--- src/rtl/sram_pkg.sv ---
// Shared types and elaboration helpers for the output buffer SRAM.
// Latency: n/a (package only).
// Backpressure: n/a.
package sram_pkg;

   // Drain engine states
   typedef enum logic [1:0] {
      ST_IDLE  = 2'd0,
      ST_FETCH = 2'd1,
      ST_HOLD  = 2'd2
   } drain_state_t;

   // True when an AW-bit address can reach every one of DEPTH entries
   function automatic bit aw_fits(input int aw, input int depth);
      return (depth >= 1) && (aw >= 1) && (aw < 31) && (depth <= (1 << aw));
   endfunction

   // Minimum index width for a DEPTH-entry array (at least one bit)
   function automatic int idx_width(input int depth);
      return (depth > 1) ? $clog2(depth) : 1;
   endfunction

endpackage

--- src/rtl/sram_core.sv ---
// DW x DEPTH storage with per-entry written flags; unwritten or out-of-range reads return 0.
// Latency: read data registered, valid one cycle after rd_en; writes land at the clock edge.
// Backpressure: none; rd_q holds its value until the next rd_en.
module sram_core
   import sram_pkg::*;
#(
   parameter int DW     = 16,
   parameter int DEPTH  = 10,
   parameter int AW     = 6,
   parameter int BYPASS = 0
) (
   input  logic                 clk,
   input  logic                 rst,
   input  logic                 clr,
   input  logic                 we,
   input  logic [AW-1:0]        wr_addr,
   input  logic signed [DW-1:0] d,
   input  logic                 rd_en,
   input  logic [AW-1:0]        rd_addr,
   output logic signed [DW-1:0] rd_q
);

   localparam int            IW   = idx_width(DEPTH);
   localparam logic [AW-1:0] LAST = AW'(DEPTH - 1);

   logic signed [DW-1:0] r_mem [DEPTH];
   logic [DEPTH-1:0]     r_flag;
   logic signed [DW-1:0] r_rd_q;

   logic                 w_wr_ok;
   logic                 w_rd_inb;
   logic                 w_hit;
   logic [IW-1:0]        w_wr_idx;
   logic [IW-1:0]        w_rd_idx;
   logic signed [DW-1:0] w_rd_dat;

   assign w_wr_ok  = we && (wr_addr <= LAST);
   assign w_rd_inb = (rd_addr <= LAST);
   assign w_wr_idx = wr_addr[IW-1:0];
   assign w_rd_idx = rd_addr[IW-1:0];
   // Same-cycle forwarding only exists when BYPASS is set and the write is legal
   assign w_hit    = (BYPASS != 0) && w_wr_ok && (wr_addr == rd_addr);

   // Read mux: forwarded write data, stored word if written, otherwise zero
   always_comb begin
      w_rd_dat = '0;
      if (w_rd_inb) begin
         if (w_hit)
            w_rd_dat = d;
         else if (r_flag[w_rd_idx])
            w_rd_dat = r_mem[w_rd_idx];
      end
   end

   // Storage array is deliberately not reset; the flags gate visibility instead
   always_ff @(posedge clk) begin
      if (w_wr_ok)
         r_mem[w_wr_idx] <= d;
   end

   // Written flags: clr wipes them, a same-cycle write re-sets its own flag
   always_ff @(posedge clk or posedge rst) begin
      if (rst) begin
         r_flag <= '0;
      end else begin
         if (clr)
            r_flag <= '0;
         if (w_wr_ok)
            r_flag[w_wr_idx] <= 1'b1;
      end
   end

   // Registered read port; holds between reads
   always_ff @(posedge clk or posedge rst) begin
      if (rst)
         r_rd_q <= '0;
      else if (rd_en)
         r_rd_q <= w_rd_dat;
   end

   assign rd_q = r_rd_q;

endmodule

--- src/rtl/sram_output_buf.sv ---
// Layer output buffer: one write port, registered random read, and a drain engine streaming all entries.
// Latency: random read 1 cycle; drain one word per two cycles with q_ready high.
// Backpressure: in drain mode q/q_valid/q_last hold while q_ready is low; random reads have no handshake.
module sram_output_buf
   import sram_pkg::*;
#(
   parameter int DW     = 16,
   parameter int DEPTH  = 10,
   parameter int AW     = 6,
   parameter int BYPASS = 0
) (
   input  logic                 clk,
   input  logic                 rst,
   input  logic                 clr,
   input  logic                 we,
   input  logic [AW-1:0]        wr_addr,
   input  logic signed [DW-1:0] d,
   input  logic                 re,
   input  logic [AW-1:0]        rd_addr,
   input  logic                 drain_start,
   input  logic                 q_ready,
   output logic signed [DW-1:0] q,
   output logic                 q_valid,
   output logic                 q_last,
   output logic                 busy,
   output logic                 err_oob
);

   localparam logic [AW-1:0] LAST  = AW'(DEPTH - 1);
   localparam bit            AW_OK = aw_fits(AW, DEPTH);

   generate
      if (!AW_OK) begin : g_bad_aw
         $error("sram_output_buf: AW too small for DEPTH");
      end
   endgenerate

   drain_state_t  r_state;
   logic [AW-1:0] r_ptr;
   logic          r_q_valid;
   logic          r_q_last;
   logic          r_err_oob;

   drain_state_t  w_nxt_state;
   logic [AW-1:0] w_nxt_ptr;
   logic          w_nxt_valid;
   logic          w_nxt_last;
   logic          w_rd_en;
   logic          w_rd_rand;
   logic [AW-1:0] w_rd_addr;
   logic          w_err_set;

   sram_core #(
      .DW     (DW),
      .DEPTH  (DEPTH),
      .AW     (AW),
      .BYPASS (BYPASS)
   ) u_core (
      .clk     (clk),
      .rst     (rst),
      .clr     (clr),
      .we      (we),
      .wr_addr (wr_addr),
      .d       (d),
      .rd_en   (w_rd_en),
      .rd_addr (w_rd_addr),
      .rd_q    (q)
   );

   // Drain FSM state, pointer and output flags
   always_ff @(posedge clk or posedge rst) begin
      if (rst) begin
         r_state   <= ST_IDLE;
         r_ptr     <= '0;
         r_q_valid <= 1'b0;
         r_q_last  <= 1'b0;
      end else begin
         r_state   <= w_nxt_state;
         r_ptr     <= w_nxt_ptr;
         r_q_valid <= w_nxt_valid;
         r_q_last  <= w_nxt_last;
      end
   end

   // Next state and read-port arbitration; drain_start beats a same-cycle re
   always_comb begin
      w_nxt_state = r_state;
      w_nxt_ptr   = r_ptr;
      w_nxt_valid = r_q_valid;
      w_nxt_last  = r_q_last;
      w_rd_en     = 1'b0;
      w_rd_rand   = 1'b0;
      w_rd_addr   = rd_addr;
      case (r_state)
         ST_IDLE: begin
            w_nxt_valid = 1'b0;
            w_nxt_last  = 1'b0;
            if (drain_start) begin
               w_nxt_state = ST_FETCH;
               w_nxt_ptr   = '0;
            end else if (re) begin
               w_rd_en     = 1'b1;
               w_rd_rand   = 1'b1;
               w_nxt_valid = 1'b1;
            end
         end
         ST_FETCH: begin
            w_rd_en     = 1'b1;
            w_rd_addr   = r_ptr;
            w_nxt_valid = 1'b1;
            w_nxt_last  = (r_ptr == LAST);
            w_nxt_state = ST_HOLD;
         end
         ST_HOLD: begin
            if (q_ready) begin
               w_nxt_valid = 1'b0;
               if (r_q_last) begin
                  w_nxt_last  = 1'b0;
                  w_nxt_ptr   = '0;
                  w_nxt_state = ST_IDLE;
               end else begin
                  w_nxt_ptr   = r_ptr + AW'(1);
                  w_nxt_state = ST_FETCH;
               end
            end
         end
         default: begin
            w_nxt_state = ST_IDLE;
            w_nxt_ptr   = '0;
            w_nxt_valid = 1'b0;
            w_nxt_last  = 1'b0;
         end
      endcase
   end

   // Only accepted random reads can flag a bad read address; drain pointer is always legal
   assign w_err_set = (we && (wr_addr > LAST)) || (w_rd_rand && (rd_addr > LAST));

   // Sticky out-of-range flag, cleared only by reset
   always_ff @(posedge clk or posedge rst) begin
      if (rst)
         r_err_oob <= 1'b0;
      else if (w_err_set)
         r_err_oob <= 1'b1;
   end

   assign q_valid = r_q_valid;
   assign q_last  = r_q_last;
   assign busy    = (r_state != ST_IDLE);
   assign err_oob = r_err_oob;

endmodule

--- config.mk ---
export PLATFORM = sky130hd
export DESIGN_NAME = sram_output_buf
export DESIGN_NICKNAME = d
export VERILOG_FILES = /design/src/rtl/sram_pkg.sv /design/src/rtl/sram_core.sv /design/src/rtl/sram_output_buf.sv
export SDC_FILE = /design/constraint.sdc
export NUM_CORES = 1
export LEC_CHECK = 0
export ABC_CLOCK_PERIOD_IN_PS = 8000
export BUFFER_PORTS_ARGS = -buffer_cell sky130_fd_sc_hd__clkbuf_2
export CAP_MARGIN = 40
export CORE_ASPECT_RATIO = 0.5
export CORE_MARGIN = 2
export CORE_UTILIZATION = 44
export CTS_BUF_LIST = sky130_fd_sc_hd__clkbuf_8
export DETAILED_ROUTE_END_ITERATION = 7
export SETUP_SLACK_MARGIN = 0.15
export SLEW_MARGIN = 20
export SYNTH_ARGS = -nofsm -noshare
export SYNTH_HDL_FRONTEND = slang
export SYNTH_HIERARCHICAL = 1
export SYNTH_SLANG_ARGS = --single-unit
--- constraint.sdc ---
create_clock -name clk -period 8 [get_ports clk]
set_clock_uncertainty 0.1 [all_clocks]
set_input_delay 0.8 -clock clk [delete_from_list [all_inputs] [get_ports clk]]
set_output_delay 0.8 -clock clk [all_outputs]
set_load 0.01 [all_outputs]
# Word-level counts from Yosys, hierarchy flattened

Memories as Yosys holds them, arrays and structs flattened.
Index checks and enable logic that the tools add are counted.

Flip-flop bits (word level): 37
Latch bits: 0
Bits in writable memories: 160
Memory bits (read-only): 0
Input port bits: 35
Output and inout bits: 20
Word-level logic and storage cells: 58
Memories: 1

Memories:

| name         | depth | width | rd ports | clocked after memory_dff | write ports | RTL line        | RTL |
|---|---|---|---|---|---|---|---|
| u_core.r_mem | 10    | 16    | 1        | 0                        | 1           | sram_core.sv:26 | `logic signed [DW-1:0] r_mem [DEPTH];` |

Add/sub/neg operators: 1
Multiply operators: 0
Divide/modulo/power cells: 0
Magnitude comparators: 7
Equality and inequality tests: 5
Shift-type cells: 0
Mux-type cells: 26
Bitwise operators: 2
Reduce and logical (&&, ||, !) cells: 9

Operators by type and width:

| kind                                                                                 | number |
|---|---|
| 16-bit two-way mux                                                                   | 2 |
| 6-bit two-way mux                                                                    | 4 |
| 10-bit two-way mux                                                                   | 2 |
| 6-bit one-hot mux with 3 select lines                                                | 1 |
| 6-bit by 4-bit > comparator with 1-bit output (second input constant)                | 2 |
| 6-bit by 4-bit less-or-equal comparator with 1-bit output (second input constant)    | 2 |
| 4-bit by 5-bit < comparator with 1-bit output (second input constant)                | 2 |
| 10-bit bitwise OR                                                                    | 1 |
| 1-bit two-way mux                                                                    | 9 |
| 6-bit by 1-bit adder with 6-bit output (second input constant)                       | 1 |
| 6-bit by 4-bit == test with 1-bit output (second input constant)                     | 1 |
| 2-bit one-hot mux with 3 select lines                                                | 1 |
| 1-bit binary-select mux with 4-bit select                                            | 1 |
| 1-bit demux with 4-bit select                                                        | 1 |
| 4-bit by 1-bit greater-or-equal comparator with 1-bit output (second input constant) | 1 |
| 1-bit logical AND                                                                    | 4 |
| 2-bit two-way mux                                                                    | 2 |
| 2-bit != test (second input constant)                                                | 2 |
| 1-bit one-hot mux with 2 select lines                                                | 2 |
| 1-bit one-hot mux with 3 select lines                                                | 1 |
| 3-bit AND reduction                                                                  | 1 |
| 2-bit by 1-bit == test with 1-bit output (second input constant)                     | 1 |
| 2-bit == test (second input constant)                                                | 1 |
| 2-bit zero test                                                                      | 1 |
| other kinds (4)                                                                      | 4 |

# Longest topological paths before layout

Gate-level depths: netlist (run 1).

Depth in word-level cells: 6
Gate-level depth with buffers: 11
Gate-level depth less buffers: 7

# By module

Netlist (run 1), hierarchy kept.

Modules (own cells, without submodules):

| module          | times used | cells an instance | area each (sq um) | seq. area each (sq um) |
|---|---|---|---|---|
| sram_core       | 1          | 432               | 7,297.0           | 5,455.2 |
| sram_output_buf | 1          | 77                | 725.7             | 275.3 |

# Worst setup path after synthesis (run 1)

OpenSTA, ideal clock, no wires.

Kind: input port to flip-flop
Start: input wr_addr[5]
End: memory u_core.r_mem[4][0], enable pin
Library setup time: 0.412 ns
Data arrival time: 2.502 ns
Required time: 7.488 ns
Slack: 4.986 ns
Stages on the path: 3
Path buffers: 0
Cell sequence: nor4b_1 nand2_1 nor3_1

Cells in the longest elaborated chain, start to end: 4

RTL lines:

| element                                                   | RTL line              | RTL |
|---|---|---|
| start: declaration                                        | sram_output_buf.sv:16 | `input logic [AW-1:0] wr_addr,` |
| 6-bit by 4-bit less-or-equal comparator with 1-bit output | sram_core.sv:37       | `assign w_wr_ok = we && (wr_addr <= LAST);` |
| 1-bit logical AND                                         | sram_core.sv:37       |  |
| 1-bit two-way mux                                         | sram_core.sv:57       | `if (w_wr_ok)` |
| 1-bit two-way mux (implied by the code)                   | sram_core.sv:58       | `r_mem[w_wr_idx] <= d;` |
| end: declaration                                          | sram_core.sv:26       |  |

Every way passes these cells.

# Final worst setup path (run 1)

Start: register r_state[1]
End: register u_core.r_rd_q[14], in the netlist u_core/rd_q[14]

Cells in the longest elaborated chain, start to end: 6
Elaborated cells on any way between the ends: 10
Classes of those cells: order compare: 1; eq/ne: 1; mux: 6; reduce/logical: 1; memory: 1

RTL lines:

| element                                    | RTL line              | RTL |
|---|---|---|
| start: declaration                         | sram_output_buf.sv:38 | `drain_state_t r_state;` |
| start signal: assignment                   | sram_output_buf.sv:78 | `r_state <= w_nxt_state;` |
| 2-bit by 1-bit == test with 1-bit output * | sram_output_buf.sv:94 | `case (r_state)` |
| 6-bit two-way mux *                        | sram_output_buf.sv:94 |  |
| named net w_rd_addr[0]                     | sram_output_buf.sv:50 | `logic [AW-1:0] w_rd_addr;` |
| 1-bit binary-select mux with 4-bit select  | sram_core.sv:50       | `else if (r_flag[w_rd_idx])` |
| 1-bit two-way mux (implied by the code)    | sram_core.sv:50       |  |
| 16-bit two-way mux                         | sram_core.sv:50       |  |
| 16-bit two-way mux *                       | sram_core.sv:47       | `if (w_rd_inb) begin` |
| end signal: assignment                     | sram_core.sv:78       | `r_rd_q <= w_rd_dat;` |
| end: declaration                           | sram_core.sv:28       | `logic signed [DW-1:0] r_rd_q;` |

Mark *: on every way through the listed nets, which the timed path passes. The rest lies on a longest branch. The select of a mux whose other input is x is not followed.
A chain may end at the register's enable or synchronous reset.

==> results of run 1 <==
==> power by group through the flow <==
stage / sequential [uW] / combinational [uW] / clock [uW]
2_1_floorplan: 1200 / 422 / 0
3_3_place_gp: 1200 / 568 / 0
3_5_place_dp: 1200 / 592 / 0
4_1_cts: 1180 / 594 / 671
5_1_grt: 1180 / 644 / 710
6_report: 1180 / 594 / 652
==> synth_stat cells, drive strengths merged (2+ instances only) <==
library cell	count
edfxtp	160
nor3	6
clkbuf	9
nand3	5
nor3b	3
ha	2
o21bai	2
nor2	28
a221oi	3
a22oi	33
a21oi	4
mux2	2
buf	15
o22ai	16
a21o	12
mux2i	86
nand2b	8
o21ai	7
a31oi	16
dfrtp	37
o211ai	2
inv	28
nor2b	2
nor4b	2
nand2	10
==> layer usage <==
metal | track usage | vias up | part of all wire
li1 | - | 2097 | -
met1 | 0.262 | 2279 | 0.48
met2 | 0.277 | 115 | 0.45
met3 | 0.0376 | 13 | 0.052
met4 | 0.0499 | 0 | 0.012
met5 | 0 | - | 0
==> metrics by stage <==
stage	std cells	instance area, um2
global route	825	9120
CTS	824	9120
floorplan	509	8020
finish	825	9120
global placement	788	8610
detailed placement	792	8690
==> cell families (layout without fill, tap and decap cells) <==
family                     after synthesis  count (layout)
AOI/OAI and AO/OA                       98              98
adders and majority gates                2               2
buffers and inverters                   53             135
DFF                                    197             197
muxes                                   89              89
and+or+nand+nor                         70              70
==> worst paths after layout <==
| path | end | startpoint |
|---|---|---|
| setup / recovery | u_core/rd_q[14]$_DFFE_PP0P_ | r_state[1]$_DFFE_PP0P_ |
| setup reg to reg | u_core/rd_q[14]$_DFFE_PP0P_ | r_state[1]$_DFFE_PP0P_ |
| hold / removal | r_state[1]$_DFFE_PP0P_ | rst |
| hold reg to reg | u_core/r_flag[7]$_DFF_PP0_ | u_core/r_flag[7]$_DFF_PP0_ |
| min in group clk | u_core/r_flag[7]$_DFF_PP0_ | u_core/r_flag[7]$_DFF_PP0_ |
| max in group asynchronous | u_core/rd_q[1]$_DFFE_PP0P_ | rst |
==> cell type report <==
cell class                      count  share of cell area
Clock buffer                       17              0.0256
Timing Repair Buffer               74              0.0510
Inverter                           29              0.0119
Multi-Input combinational cell    259               0.230
Sequential cell                   197               0.628
Tap cell                          234              0.0321
Clock inverter                     15              0.0214
==> sequential cells by signal (all words and copies together), names as in the netlist <==
signal and cells:
u_core/rd_q 16, err_oob 1, q_valid 1, u_core/r_mem 160, q_last 1, r_ptr 6
r_state 2, u_core/r_flag 10
==> critical path: stages (launching register included) <==
cell	delay, ns
dfrtp_1	0.54
nand2b_1	0.38
mux2_4	0.45
buf_4	0.57
mux4_2	0.40
a21o_1	0.20
o2111ai_2	0.22
buf_6	0.26
o22ai_2	0.09
==> out/summary.txt, run 1 <==
Hold WC Path Type: input pin to async pin
CP arrival: 3.58 ns
Post-CTS Setup Inserts: 0
Grt ovf: 0
IO Count: 55
CP Capture Type: register
Commonest non-fill, non-tap cells in the layout: 160 x edfxtp_1, 86 x mux2i_1, 55 x clkbuf_2, 37 x dfrtp_1, 33 x a22oi_1
Share of the synthesized area in the top cell type: 0.599
Worst-Margin Slew: 0.698 ns
Adder-Cell Fraction of Synth Area: 0.00312
Max cap viols: 0
Top cell type by total area after synthesis: edfxtp_1
Multi-input gate area: 0.00210 mm2
Simple-gate portion of the synthesized area: 0.0471
Hold buffers post-CTS: 0
Vias: 4504
Pre-CTS setup slack: 4.66 ns
Iteration-0 DRC Markers: 309
Worst-path maximum fanout: 33
Clock share of power: 0.269
Post-synthesis mux area share: 0.113
CTS H-Tree Depth: 4
First-pass DRT Iterations: 5
Synth Cell Area: 0.00802 mm2
Tot Pwr: 2420 uW
Status: finished clean
Port Buffer Count: 54
Post-synthesis compound-gate area fraction: 0.0931
Gpl congestion: 0.844
Ys Warns: 6
CTS root buf: clkbuf_8
Antenna cells: 0
Drt wl/cell: 20.3 um
WP data required: 8.23 ns
Final #Nets: 615
Switch share: 0.324
Setup violators final: 0
TritonCTS clock tree: done
DRC: 0
Slew Viols, Final: 0
Via density: 5.46
Seq/Total Area, Yosys: 0.714
R2R Setup Slk: 4.65 ns
Antenna viol nets, final: 0
RSZ-0062 raised after global routing: no
Number of global-route vias before repair: 4308
Setup ws final: 4.65 ns
Die height: 99.5 um
F_max: 0.298 GHz
Rel. slew slack: 0.534
CORE AREA: 0.0176 mm2
DP HPWL: 10.1 mm
Gr usage total: 0.180
Post-Synth XOR/XNOR Area: 0
Die Span X: 195 um
Pint: 1640 uW
Distinct cell type count after synthesis: 43
Row count: 34
Util after Layout: 0.518
Period utilization: 0.419
Fill count: 1479
Mapped Cells: 509
Post-synth EDFFs: 160
Register bit total from synthesis: 197
Initial antenna violation count: 0
Hold Fails Final Rpt: 0
Clock sinks: 197
Most common cell after layout, fill and taps aside: edfxtp_1
Clock slew at the register clock pins of the worst setup and hold paths: 0.12 ns
CTS Buf Count: 17
Min cycle time layout: 3.35 ns
Leakage: 0.00344 uW
Ys flop type: edfxtp_1
NetSw: 787 uW
Area Overhead vs Synth: 13.7%
Setup crit start kind: register
Starting Density: 0.456
Post-synth ARST share: 0.188
First-pass GRT wire length: 25.5 mm
Worst Reg-to-Reg Cells: 8
Clk buf depth: 2
Gate power share: 0.245
Final wirelength: 16.7 mm
Post-cts sizing count: 0
Setup TNS: 0 ns
Part of the power in registers: 0.486
Die Area: 0.0194 mm2
Syn nets: 546
Largest net degree at the start of global routing: 36
Peak VDD IR: 139 uV
Layout cells sized above 1: 0.232
Pwr/cell area: 266 mW/mm2
Crit path kind: register to register
Clk Latency, worst-skew pair: 0.46 ns
Hold_ws: 0.227 ns
Synthesized area per cell: 15.8 um2
Synth area leaders: edfxtp_1 60%, dfrtp_1 12%, mux2i_1 11%
Largest family of logic cells by synthesized area: multiplexers
FF+latch area: 0.00573 mm2
Note: power is estimated with default switching activity, not from simulation.
==> run 2, diff against run 1 <==
--- a/config.mk
+++ b/config.mk
@@ -5,7 +5,7 @@
 export SDC_FILE = /design/constraint.sdc
 export NUM_CORES = 1
 export LEC_CHECK = 0
-export ABC_CLOCK_PERIOD_IN_PS = 8000
+export ABC_CLOCK_PERIOD_IN_PS = 3300
 export BUFFER_PORTS_ARGS = -buffer_cell sky130_fd_sc_hd__clkbuf_2
 export CAP_MARGIN = 40
 export CORE_ASPECT_RATIO = 0.5
==> constraint.sdc (replaced) <==
create_clock -name clk -period 3.3 [get_ports clk]
set_clock_uncertainty 0.1 [all_clocks]
set_input_delay 0.33 -clock clk [delete_from_list [all_inputs] [get_ports clk]]
set_output_delay 0.33 -clock clk [all_outputs]
set_load 0.01 [all_outputs]
==> run 2 against run 1 <==
Fmax rose by 21%. Highest routed layer unchanged. Critical endpoint is now u_core/rd_q[7]$_DFFE_PP0P_. Worst setup slack got worse by 4.1 ns. Count of clock-buffer cells in the layout rose by 1. Sequential share of layout area fell by 0.060 points. Design area barely moved. Core utilization barely moved. Power rose by 140%. Critical path depth fell by 1.
==> out/summary.txt, run 2 (synthesis results as in run 1) <==
Hold_ws: 0.0431 ns
Final #Nets: 621
Setup violators final: 0
Antenna viol nets, final: 0
Die Span X: 195 um
Hold WC Path Type: input pin to register
Status: finished clean
CP Capture Type: register
Worst-path maximum fanout: 11
CTS root buf: clkbuf_8
Commonest non-fill, non-tap cells in the layout: 160 x edfxtp_1, 86 x mux2i_1, 54 x clkbuf_2, 37 x dfrtp_1, 33 x a22oi_1
Setup TNS: 0 ns
F_max: 0.362 GHz
Reg-to-reg endpoint: u_core/rd_q[7]$_DFFE_PP0P_
Initial antenna violation count: 0
Critical path startpoint: r_state[1]$_DFFE_PP0P_
Critical path endpoint: u_core/rd_q[7]$_DFFE_PP0P_
Antenna cells: 0
Hold Fails Final Rpt: 0
Most used routing layer: met2
Row count: 34
DP HPWL: 10.2 mm
Grt met3 use: 0.0376
Leakage: 0.00345 uW
DRC: 0
Setup ws final: 0.540 ns
Clock slew at the register clock pins of the worst setup and hold paths: 0.10 ns
CORE AREA: 0.0176 mm2
Setup crit start kind: register
Pwr/cell area: 633 mW/mm2
Crit path kind: register to register
Iteration-0 DRC Markers: 285
Rel. slew slack: 0.502
RSZ-0062 raised after global routing: no
Worst-Margin Slew: 0.746 ns
Met2 GRT Util: 0.285
Vias: 4503
WP data required: 3.58 ns
Die height: 99.5 um
Layout cells sized above 1: 0.233
Clock sinks: 197
Period utilization: 0.836
Slew Viols, Final: 0
Die Area: 0.0194 mm2
DP Area: 0.00872 mm2
FF+latch area: 0.00573 mm2
Fill count: 1468
Clk Latency, worst-skew pair: 0.46 ns
Grt ovf: 0
CTS H-Tree Depth: 4
Final Cell Area: 0.00913 mm2
First-pass GRT wire length: 25.9 mm
R2R Setup Slk: 0.54 ns
Max reg flops: 160
Multi-input gate area: 0.00210 mm2
Pre-CTS setup slack: 0.570 ns
Gpl congestion: 0.830
IO Count: 55
Fin cells: 831
Worst Reg-to-Reg Cells: 7
Gr usage total: 0.183
R2r startpoint: r_state[1]$_DFFE_PP0P_
CP arrival: 3.04 ns
Final wirelength: 16.7 mm
Area Overhead vs Synth: 13.8%
Clk buf depth: 2
CTS Buf Count: 17
First-pass DRT Iterations: 4
Starting Density: 0.456
Largest register by flop count: u_core/r_mem
Max cap viols: 0
Met1 Usage GRT: 0.264
Most common cell after layout, fill and taps aside: edfxtp_1
Number of global-route vias before repair: 4493
Peak VDD IR: 342 uV
Via density: 5.42
Drt wl/cell: 20.2 um
Hold Path Stages: 2
Port Buffer Count: 54
Largest net degree at the start of global routing: 66
Placed insts: 797
TritonCTS clock tree: done
Min cycle time layout: 2.76 ns
run 2: cell count changes in the layout (fill, tap and decap cells not counted), moves of 2 or more:
cell	before	now
buf_12	0	3
buf_16	2	0
buf_4	15	21
buf_6	2	0
clkinv_2	0	2
clkinv_4	0	3
clkinv_8	6	2
dlygate4sd3_1	0	2
inv_8	5	1
run 2: report_power, final:
group | internal (uW) | leakage (uW) | total, uW | switching, uW
clock network | 640 | 0.000199 | 1500 | 864
logic | 590 | 0.00131 | 1420 | 828
registers | 2770 | 0.00194 | 2860 | 86.8
total | 4000 | 0.00345 | 5780 | 1780
run 2: through the flow:
step                power (uW)  utilization
floorplan                 3920            -
global placement          4320        0.495
detailed placement        4330        0.495
CTS                       5840        0.518
global route              6070        0.518
finish                    5780        0.518
run 2: cell type report:
cell class	instances	area share
multi-input combinational	259	0.230
tap	234	0.0321
sequential	197	0.628
clock buffer	18	0.0271
timing repair buffer	80	0.0556
clock inverter	14	0.0162
inverter	29	0.0119
run 2: critical path, cell delays in order (launching register included):
cell and delay, ns:
dfrtp_1 0.49, nand2b_1 0.36, o21ai_0 0.54, nor3_1 0.10, a22oi_1 0.20, o2111ai_2 0.44, buf_12 0.32, o22ai_1 0.12
run 2: how the worst min path moves through the flow:
stage / start / end
after floorplan: rst / err_oob$_DFFE_PP0P_
after global placement: rst / q_valid$_DFFE_PP0N_
after detailed placement: rst / q_valid$_DFFE_PP0N_
after CTS: we / err_oob$_DFFE_PP0P_
after global routing: we / err_oob$_DFFE_PP0P_
final: we / err_oob$_DFFE_PP0P_
run 2: routing by layer:
layer	share of wire	vias to the layer above
met4	0.0088	0
li1	-	2107
met2	0.45	124
met3	0.050	13
met5	0	-
met1	0.49	2259
run 2: what timing repair did:
item	4_1_cts	5_1_grt
endpoints found under the hold margin	38	0
setup buffers	0	0
resized for setup	0	0
hold buffers	2	0
==> run 3, diff against run 2 <==
--- a/config.mk
+++ b/config.mk
@@ -5,7 +5,8 @@
 export SDC_FILE = /design/constraint.sdc
 export NUM_CORES = 1
 export LEC_CHECK = 0
-export ABC_CLOCK_PERIOD_IN_PS = 3300
+export ABC_AREA = 1
+export ABC_CLOCK_PERIOD_IN_PS = 2600
 export BUFFER_PORTS_ARGS = -buffer_cell sky130_fd_sc_hd__clkbuf_2
 export CAP_MARGIN = 40
 export CORE_ASPECT_RATIO = 0.5
==> constraint.sdc (replaced) <==
create_clock -name clk -period 2.6 [get_ports clk]
set_clock_uncertainty 0.1 [all_clocks]
set_input_delay 0.26 -clock clk [delete_from_list [all_inputs] [get_ports clk]]
set_output_delay 0.26 -clock clk [all_outputs]
set_load 0.01 [all_outputs]
==> run 3 against run 2 <==
Core utilization up 0.32 points. Sequential share of layout area down 3.7 points. Count of clock-buffer cells in the layout down 1. Fmax up 23%. Register-to-register slack worse by 0.19 ns. Wire length up 17%. Critical path depth up 5. Critical endpoint is now u_core/rd_q[3]$_DFFE_PP0P_. Highest routed layer unchanged.
==> out/summary.txt, run 3 <==
Area Overhead vs Synth: 14.9%
Peak VDD IR: 336 uV
Antenna cells: 0
Status: finished clean
Final wirelength: 19.6 mm
Worst-path maximum fanout: 18
Port Buffer Count: 54
CTS Buf Count: 17
NetSw: 3170 uW
Clock sinks: 197
CP Cell Sequence: inv_2 -> nand2_2 -> buf_4 -> nor2_1 -> nor2_2 -> clkinv_1 -> buf_4 -> a21oi_2 -> nor2_4 -> buf_12 -> nand2_1 -> nand2_1
Iteration-0 DRC Markers: 345
Largest register by flop count: u_core/r_mem
DP Area: 0.00913 mm2
CP Capture Type: register
Via density: 4.88
RSZ-0062 raised after global routing: no
Vias: 5734
Final #Nets: 939
CTS root buf: clkbuf_8
Clock share of power: 0.239
DP HPWL: 11.9 mm
Slew Viols, Final: 0
Setup violators final: 0
Ys flop type: edfxtp_1
IO Count: 55
Synthesized area per cell: 10.3 um2
Final Cell Area: 0.00971 mm2
Part of the power in registers: 0.435
Drt wl/cell: 16.7 um
Multi-input gate area: 0.00220 mm2
Top cell type by total area after synthesis: edfxtp_1
Grt ovf: 0
Slowest stage delay, CP: 0.41 ns
Clk buf depth: 2
Leakage: 0.00415 uW
Synth area leaders: edfxtp_1 57%, nand2_1 12%, dfrtp_1 11%
Largest net degree at the start of global routing: 64
Hold WC Path Type: input pin to register
First-pass DRT Iterations: 5
Switch share: 0.379
Hold_ws: 0.0233 ns
Die Span X: 200 um
Post-synth ARST share: 0.188
Post-synth EDFFs: 160
Die height: 102 um
Clock slew at the register clock pins of the worst setup and hold paths: 0.11 ns
Row count: 35
Hold Fails Final Rpt: 0
Pint: 5190 uW
Fill count: 1667
Pwr/cell area: 861 mW/mm2
Setup TNS: 0 ns
Setup crit start kind: register
Most common cell after layout, fill and taps aside: nand2_1
TritonCTS clock tree: done
Max reg flops: 160
CP arrival: 2.51 ns
Crit path kind: register to register
F_max: 0.444 GHz
Most frequent cells after synthesis: 259 x nand2_1, 160 x edfxtp_1, 93 x nand3_1, 92 x inv_1, 64 x nor2_1
First-pass GRT wire length: 31.1 mm
Top-count cell post-synth: nand2_1
Synth Cell Area: 0.00845 mm2
Register bit total from synthesis: 197
Ys Warns: 6
CTS H-Tree Depth: 4
DRC: 0
Rel. slew slack: 0.640
Antenna viol nets, final: 0
CORE AREA: 0.0186 mm2
WP data required: 2.86 ns
Gate power share: 0.325
Mapped Cells: 821
Tot Pwr: 8360 uW
Gpl congestion: 0.827
Die Area: 0.0204 mm2
Clk Latency, worst-skew pair: 0.46 ns
Period utilization: 0.867
Number of global-route vias before repair: 5605
Gr usage total: 0.207
Min cycle time layout: 2.25 ns
Layout cells sized above 1: 0.156
Seq/Total Area, Yosys: 0.678
Share of the synthesized area in the top cell type: 0.569
Distinct cell type count after synthesis: 30
Starting Density: 0.454
Max cap viols: 0
FF+latch area: 0.00573 mm2
Commonest non-fill, non-tap cells in the layout: 259 x nand2_1, 160 x edfxtp_1, 93 x nand3_1, 91 x inv_1, 57 x nor2_1
Initial antenna violation count: 0
Worst-Margin Slew: 0.539 ns
Syn nets: 858
Critical path's slowest cell: dfrtp_1
## run 3: cell types whose count changed after synthesis, sizes merged, moves of 15 or more
cell   before  now
nor2       28   68
a22oi      33    0
nand2      10  263
nand3       5   95
a31oi      16    0
inv        28   96
a21oi       4   19
mux2i      86    0
o21ai       7   25
## run 3: cell type report
cell class / instances / share of cell area
flip-flops and latches: 197 / 0.590
multi-input cells: 491 / 0.227
repair buffers: 95 / 0.0678
inverters: 100 / 0.0388
well taps: 259 / 0.0334
clock buffers: 17 / 0.0241
clock inverters: 15 / 0.0189
## run 3: per-layer routing
| metal | wire length (um) | part of all wire | track usage |
|---|---|---|---|
| met3 | 1080 | 0.055 | 0.0376 |
| met2 | 8830 | 0.45 | 0.332 |
| met4 | 116 | 0.0059 | 0.0444 |
| met5 | 0 | 0 | 0 |
| met1 | 9540 | 0.49 | 0.298 |
## run 3: critical path: cells and delay by family (launching register included)
kind / cells / cell delay [ns]
buf+inv: 5 / 0.81
flops: 1 / 0.41
simple gates: 6 / 0.64
compound gates: 1 / 0.20
## run 3: through the flow
step / setup slack [ns] / cells / util
after floorplan: 0.471 / 821 / -
after CTS: 0.227 / 1171 / 0.520
after global routing: 0.169 / 1174 / 0.522
after global placement: 0.217 / 1127 / 0.491
final: 0.347 / 1174 / 0.522
after detailed placement: 0.161 / 1127 / 0.491
## run 3: power groups by stage
stage | Sequential, uW | Combinational, uW | Clock (uW)
detailed placement | 3710 | 2690 | 0
finish | 3640 | 2720 | 2000
CTS | 3640 | 2710 | 2050
floorplan | 3730 | 1760 | 0
global route | 3660 | 3060 | 2170
global placement | 3710 | 2670 | 0
## run 3: final timing paths
kind,from,endpoint,slack [ns],depth (start not counted)
max in group asynchronous,rst,u_core/rd_q[3]$_DFFE_PP0P_,1.81,4
hold reg to reg,u_core/rd_q[10]$_DFFE_PP0P_,u_core/rd_q[10]$_DFFE_PP0P_,0.39,2
min in group asynchronous,rst,q_last$_DFFE_PP0N_,0.23,3
setup reg to reg,r_state[1]$_DFFE_PP0P_,u_core/rd_q[3]$_DFFE_PP0P_,0.35,12
hold / removal,d[10],u_core/r_mem[1][10]$_DFFE_PP_,0.02,1
setup / recovery,r_state[1]$_DFFE_PP0P_,u_core/rd_q[3]$_DFFE_PP0P_,0.35,12
## run 3: what timing repair did
| item | 4_1_cts | 5_1_grt |
|---|---|---|
| gates cloned | 0 | 0 |
| hold buffers | 12 | 0 |
| endpoints found under the hold margin | 119 | 0 |
| pin swaps | 0 | 3 |
| setup buffers | 0 | 3 |
| endpoints found under the setup margin | 2 | 16 |
| gates resized for setup | 1 | 2 |
## run 3: kinds of logic (layout without fill, tap and decap cells)
group,count (synthesis),in the layout,share of synthesized area
flops,197,197,0.678
compound gates,56,56,0.0357
buf+inv,133,227,0.0659
fa+ha+maj,2,2,0.00296
mux,1,1,0.00133
simple gates,432,432,0.216
